## config.mk

```make
export PLATFORM = sky130hd
export DESIGN_NAME = alu_arbiter
export DESIGN_NICKNAME = d
export VERILOG_FILES = /design/src/rtl/alu_arbiter.sv
export SDC_FILE = /design/constraint.sdc
export NUM_CORES = 1
export LEC_CHECK = 0
export CAP_MARGIN = 20
export CORE_MARGIN = 2
export CORE_UTILIZATION = 37
export DETAILED_ROUTE_END_ITERATION = 8
export PLACE_DENSITY_LB_ADDON = 0.2
export SLEW_MARGIN = 0
export SYNTH_ARGS = -nofsm -noshare
export SYNTH_HDL_FRONTEND = slang
export SYNTH_SLANG_ARGS = --single-unit
```

## constraint.sdc

```tcl
create_clock -name CLK -period 1.6 [get_ports CLK]
set_clock_uncertainty 0.1 [all_clocks]
set_input_delay 0.32 -clock CLK [delete_from_list [all_inputs] [get_ports CLK]]
set_output_delay 0.32 -clock CLK [all_outputs]
set_load 0.1 [all_outputs]
```

## src/rtl/alu_arbiter.sv

```systemverilog
// Round-robin arbiter sharing one 8-bit ALU between two requesters; ALU_ARB_OPCHK_EN rejects opcodes 1xx with ERR.
// Latency: ACK at edge k, DONE at k+SETTLE_CYCLES; requests are held off (not acked) while BUSY.
module alu_arbiter #(
    parameter int SETTLE_CYCLES = 1,
    parameter int CNT_W         = 3
) (
    input  logic       CLK,
    input  logic       RESET,
    input  logic       REQ0,
    input  logic [2:0] OP0,
    input  logic [7:0] A0,
    input  logic [7:0] B0,
    output logic       ACK0,
    output logic       DONE0,
    input  logic       REQ1,
    input  logic [2:0] OP1,
    input  logic [7:0] A1,
    input  logic [7:0] B1,
    output logic       ACK1,
    output logic       DONE1,
    output logic [7:0] RES,
    output logic       ZF,
    output logic       ERR,
    output logic       BUSY,
    output logic [7:0] ALU_DATA1,
    output logic [7:0] ALU_DATA2,
    output logic [2:0] ALU_SELECT,
    input  logic [7:0] ALU_RESULT,
    input  logic       ALU_ZERO
);

    typedef enum logic [1:0] {S_IDLE, S_WAIT, S_CAPT, S_ERR} state_t;

    state_t           state, state_nxt;
    logic [CNT_W-1:0] cnt;
    logic             gnt, last;
    logic             grant_vld, grant_sel, capture, err_done;
    logic [2:0]       sel_op;
    logic [7:0]       sel_a, sel_b;
    logic             sel_bad;

    // Requester 1 wins when alone, or when both ask and requester 0 was served last.
    always_comb begin
        grant_sel = REQ1 & (~REQ0 | ~last);
        sel_op    = grant_sel ? OP1 : OP0;
        sel_a     = grant_sel ? A1  : A0;
        sel_b     = grant_sel ? B1  : B0;
    end

`ifdef ALU_ARB_OPCHK_EN
    assign sel_bad = sel_op[2];
`else
    assign sel_bad = 1'b0;
`endif

    assign BUSY = (state != S_IDLE);

    always_comb begin
        state_nxt = state;
        grant_vld = 1'b0;
        capture   = 1'b0;
        err_done  = 1'b0;
        case (state)
            S_IDLE: begin
                if (REQ0 || REQ1) begin
                    grant_vld = 1'b1;
                    if (sel_bad)
                        state_nxt = S_ERR;
                    else if (SETTLE_CYCLES == 1)
                        state_nxt = S_CAPT;
                    else
                        state_nxt = S_WAIT;
                end
            end
            S_WAIT: begin
                if (cnt == CNT_W'(1))
                    state_nxt = S_CAPT;
            end
            S_CAPT: begin
                capture   = 1'b1;
                state_nxt = S_IDLE;
            end
            S_ERR: begin
                err_done  = 1'b1;
                state_nxt = S_IDLE;
            end
            default: state_nxt = S_IDLE;
        endcase
    end

    always_ff @(posedge CLK) begin
        if (!RESET) begin
            state      <= S_IDLE;
            cnt        <= '0;
            gnt        <= 1'b0;
            last       <= 1'b1;
            ACK0       <= 1'b0;
            ACK1       <= 1'b0;
            DONE0      <= 1'b0;
            DONE1      <= 1'b0;
            RES        <= 8'h00;
            ZF         <= 1'b0;
            ALU_DATA1  <= 8'h00;
            ALU_DATA2  <= 8'h00;
            ALU_SELECT <= 3'b000;
        end else begin
            state <= state_nxt;
            ACK0  <= 1'b0;
            ACK1  <= 1'b0;
            DONE0 <= 1'b0;
            DONE1 <= 1'b0;
            if (grant_vld) begin
                gnt  <= grant_sel;
                last <= grant_sel;
                ACK0 <= ~grant_sel;
                ACK1 <= grant_sel;
                cnt  <= CNT_W'(SETTLE_CYCLES - 1);
                // A rejected opcode never reaches the ALU, so its inputs keep the previous op.
                if (!sel_bad) begin
                    ALU_DATA1  <= sel_a;
                    ALU_DATA2  <= sel_b;
                    ALU_SELECT <= sel_op;
                end
            end
            if (state == S_WAIT)
                cnt <= cnt - CNT_W'(1);
            if (capture) begin
                RES <= ALU_RESULT;
                ZF  <= ALU_ZERO;
            end
            if (capture || err_done) begin
                DONE0 <= ~gnt;
                DONE1 <= gnt;
            end
        end
    end

`ifdef ALU_ARB_OPCHK_EN
    always_ff @(posedge CLK) begin
        if (!RESET)
            ERR <= 1'b0;
        else if (capture)
            ERR <= 1'b0;
        else if (err_done)
            ERR <= 1'b1;
    end
`else
    assign ERR = 1'b0;
`endif

endmodule

```

Yosys cells after proc, flatten, opt, wreduce, memory -nomap -nowiden
Index checks and enable logic that the tools add are counted.

Flip-flop bits (word level): 39. Bits of input ports: 51. Output and inout bits: 34. Logic and storage cells: 47.

$add $sub $neg: 1. Equal/unequal tests: 6. Mux-type cells: 12. Bitwise operators: 6. Reduce and logical (&&, ||, !) cells: 9.

Operator list (count): $mux 8 (2); $mux 3 (3); $pmux 2 s3 (1); $reduce_and 2->1 (3); $eq 2x2->1 const B (2); $mux 1 (4); $mux 2 (2); $ne 2x2->1 const B (2); $not 1->1 (4); $reduce_bool 2->1 (2); $eq 3x1->1 const B (1); $sub 3x1->3 const B (1); $eq 2x1->1 const B (1); $logic_not 2->1 (1); $logic_or 1x1->1 (2); $reduce_or 2->1 (1); $and 1x1->1 (1); $or 1x1->1 (1).

Logic depth before layout (Yosys ltp)
Depth in word-level cells: 5. Gate-level depth with buffers: 5.

Worst setup path before layout
Ideal clock, no wire load.

Path type: register to register. Start: reg state[1]. End: reg ALU_DATA1[6]. Library setup time: 0.125 ns. Arrival time: 1.663 ns. Data required time: 1.375 ns. Setup slack: -0.288 ns. Stages on the path, launching flop included: 6. Buffers on the path: 2. Period minus slack after synthesis: 1.888 ns. Cell sequence: dfxtp_1 buf_6 o21ba_4 buf_4 o21ai_0 a31oi_1.

Cells in the longest elaborated chain, start to end: 2.

RTL lines: from (decl) (line 34) `state_t state, state_nxt;`; from (signal assigned) (line 107) `state <= state_nxt;`; $logic_not 2->1 (line 63) `case (state)`; $mux 1 (line 63); to (signal assigned) (line 120) `ALU_DATA1 <= sel_a;`; to (decl) (line 25) `output logic [7:0] ALU_DATA1,`.

No other way between the ends. A chain may end at the register's enable or synchronous reset.

Final worst setup path
Start: in REQ0. End: reg ALU_DATA1[3].

Cells in the longest elaborated chain, start to end: 4. Elaborated cells between the ends (all ways): 7.

RTL lines: from (decl) (line 9) `input logic REQ0,`; $not 1->1 (line 44) `grant_sel = REQ1 & (~REQ0 | ~last);`; $or 1x1->1 (line 44); $and 1x1->1 (line 44); $mux 8 (line 46) `sel_a = grant_sel ? A1 : A0;`.

Several ways; a longest one is shown, not always the timed one.

==> results_dict.tcl <==
set metrics [dict create \
    pwr-share-seq_pct 35.9 \
    synth-seq-cells 35 \
    ir_drop_v 0.000750 \
    yosysSeqAreaShare_pct 49.6 \
    grt_pass1_vias 1357 \
    cp-start-kind "primary input" \
    clockBufferDepth 2 \
    numCtsBuffers 5 \
    clk_pin_slew_ns 0.07 \
    place.gp.congestion 0.713 \
    p_int_mw 1.80 \
    power.share.clock_pct 24.3 \
    crit_start "REQ0" \
    cts_hold_buf 0 \
    cts-root-buf "clkbuf_8" \
    post-route-period-util_pct 92.3 \
    syn_avg_cell_area_um2 8.93 \
    wire_per_inst_um 12.8 \
    status "complete, no violations" \
    gr-total-overflow 0 \
    leakage_nw 1.11 \
    clkSinkCount 35 \
    drt_iter0_drc 38 \
    ys_types 20 \
    preCtsSetupSlack_ns -0.207 \
    via_count 1413 \
    worstPathArrival_ns 1.59 \
    syn_to_final_growth_pct 94.9 \
    synth_warnings 0 \
    min_from "gnt" \
    htree_levels 2 \
    grt_pass1_wl_um 6310 \
    clock_latency_ns 0.28 \
    tritoncts "built" \
    netlist_area_um2 1410 \
    grt_max_degree 23 \
    core_um2 3660 \
    synthCells 158 \
    finalNetCount 296 \
    hold_ws_ns 0.403 \
    dieArea_um2 4320 \
    postCtsSetupRepairBufs 0 \
    path_class "primary input to register" \
    drtPass1Iterations 4 \
    die_x_um 65.8 \
    row_count 22 \
    hold_class "register to register" \
    maxCapViolations 0 \
    viasPerCell 4.81 \
    drive_gt1_share_pct 22.0 \
    rsz0062_at_grt "false" \
    setup_slack_ns 0.123 \
    die_y_um 65.8 \
    totalNegativeSetupSlack_ns 0 \
    drv_slew 0 \
    hold_depth 1 \
    hpwl_um 2820 \
    crit_fanout 19 \
    power_density_nw_per_um2 1040 \
    initial_utilization_pct 38.6 \
    route.detailed.drc 0 \
    io_buffers 83 \
    antenna_found_initial 0 \
    endpoint_kind "register" \
    ant_nets 0 \
    io_pins 85 \
    p_comb_share_pct 39.8 \
    fin_util_pct 75.1 \
    track_usage_pct 19.5 \
    period_needed_ns 1.48 \
    antenna-diode-count 0 \
    finalHoldViolCount 0 \
    sw_frac_of_total_pct 36.8 \
    r2r-start "state[1]" \
    max_freq_mhz 677 \
    p_switching_mw 1.05 \
    r2r_cells 4 \
    critPathRequiredTime_ns 1.71 \
    setup_viol 0 \
    wirelength_um 3750 \
    syn_nets 209 \
]
==> metal layers <==
layer,up-vias,routed length (µm),part of all wire (%),global-route usage (%)
met1,644,1530,41,23.4
met3,6,333,8.9,7.53
met4,0,60,1.6,7.81
li1,710,-,-,-
met2,53,1830,49,31.2
met5,-,0,0,0
==> placed cells by master, fill, tap and decap left out, types with 2 or more instances in the layout <==
master	Yosys	layout
dfxtp_1	35	34
and3_1	3	3
clkdlybuf4s50_1	0	50
clkbuf_8	0	7
mux2i_1	9	9
nor2b_1	10	10
a31oi_1	19	19
o21ai_1	6	6
o21ai_0	13	13
buf_12	0	35
buf_4	4	8
nand2_1	40	40
o22ai_1	2	2
and2_1	2	2
==> kinds of logic (layout without fill, tap and decap cells) <==
group / count (synthesis) / count (layout) / share of synthesized area (%)
and+or+nand+nor: 56 / 56 / 17.8
buffers and inverters: 14 / 102 / 6.65
DFF: 35 / 35 / 49.6
other: 1 / 1 / 0.266
AOI/OAI and AO/OA: 43 / 43 / 19.2
muxes: 9 / 9 / 6.38
==> power groups by stage <==
stage          logic (mW)  registers [mW]  clock network [mW]
4_1_cts              1.14            1.02               0.708
6_report             1.14            1.02               0.693
2_1_floorplan       0.197            1.49                   0
5_1_grt              1.19            1.03               0.750
3_3_place_gp         1.13            1.04                   0
3_5_place_dp         1.14            1.04                   0
==> cells in the mapped netlist (all sizes together) <==
master	count	area share (%)
a21bo	1	0.71
a21boi	1	1.3
a31oi	19	8.4
and2	2	0.89
and3	3	1.3
buf	10	5.6
clkbuf	3	0.80
conb	1	0.27
dfxtp	35	50
inv	1	0.27
mux2i	9	6.4
nand2	40	11
nor2b	10	4.4
nor3b	1	0.53
o21ai	19	6.7
o21ba	1	1.2
o22ai	2	0.89
==> through the flow <==
step | cells | area, µm² | total power [mW]
after floorplan | 158 | 1410 | 1.69
after global placement | 286 | 2640 | 2.17
after detailed placement | 286 | 2640 | 2.18
after CTS | 294 | 2740 | 2.87
after global routing | 294 | 2750 | 2.97
final | 294 | 2750 | 2.86
==> critical path: stages <==
cell             delay [ns]
clkdlybuf4s50_1        0.50
buf_4                  0.19
a21boi_4               0.16
buf_12                 0.17
nand2_1                0.07
a31oi_1                0.17
==> registers in the layout, indices dropped and copies added (netlist names) <==
signal      flops
ACK0            1
ACK1            1
ALU_DATA1       8
ALU_DATA2       8
ALU_SELECT      3
DONE0           1
DONE1           1
RES             8
ZF              1
gnt             1
last            1
state           1
==> layout make-up <==
class                      count  area [µm²]
timing repair buffer          93        1260
inverter                       1        3.75
multi-input combinational    109         623
fill                         261         911
sequential                    35         702
tap                           48        60.1
clock buffer                   8         100
==> worst paths after layout <==
kind | to | slack [ns]
min reg2reg | DONE1 | 0.40
max reg2reg | ALU_DATA1[3] | 0.25
min | DONE1 | 0.40
max | ALU_DATA1[3] | 0.12
==> timing repair <==
action / in CTS / in global routing
endpoints found under the setup margin: 0 / 2
hold endpoints to repair: 0 / 0
resized for setup: 0 / 1
No activity file was read; power rests on OpenSTA's default activity.
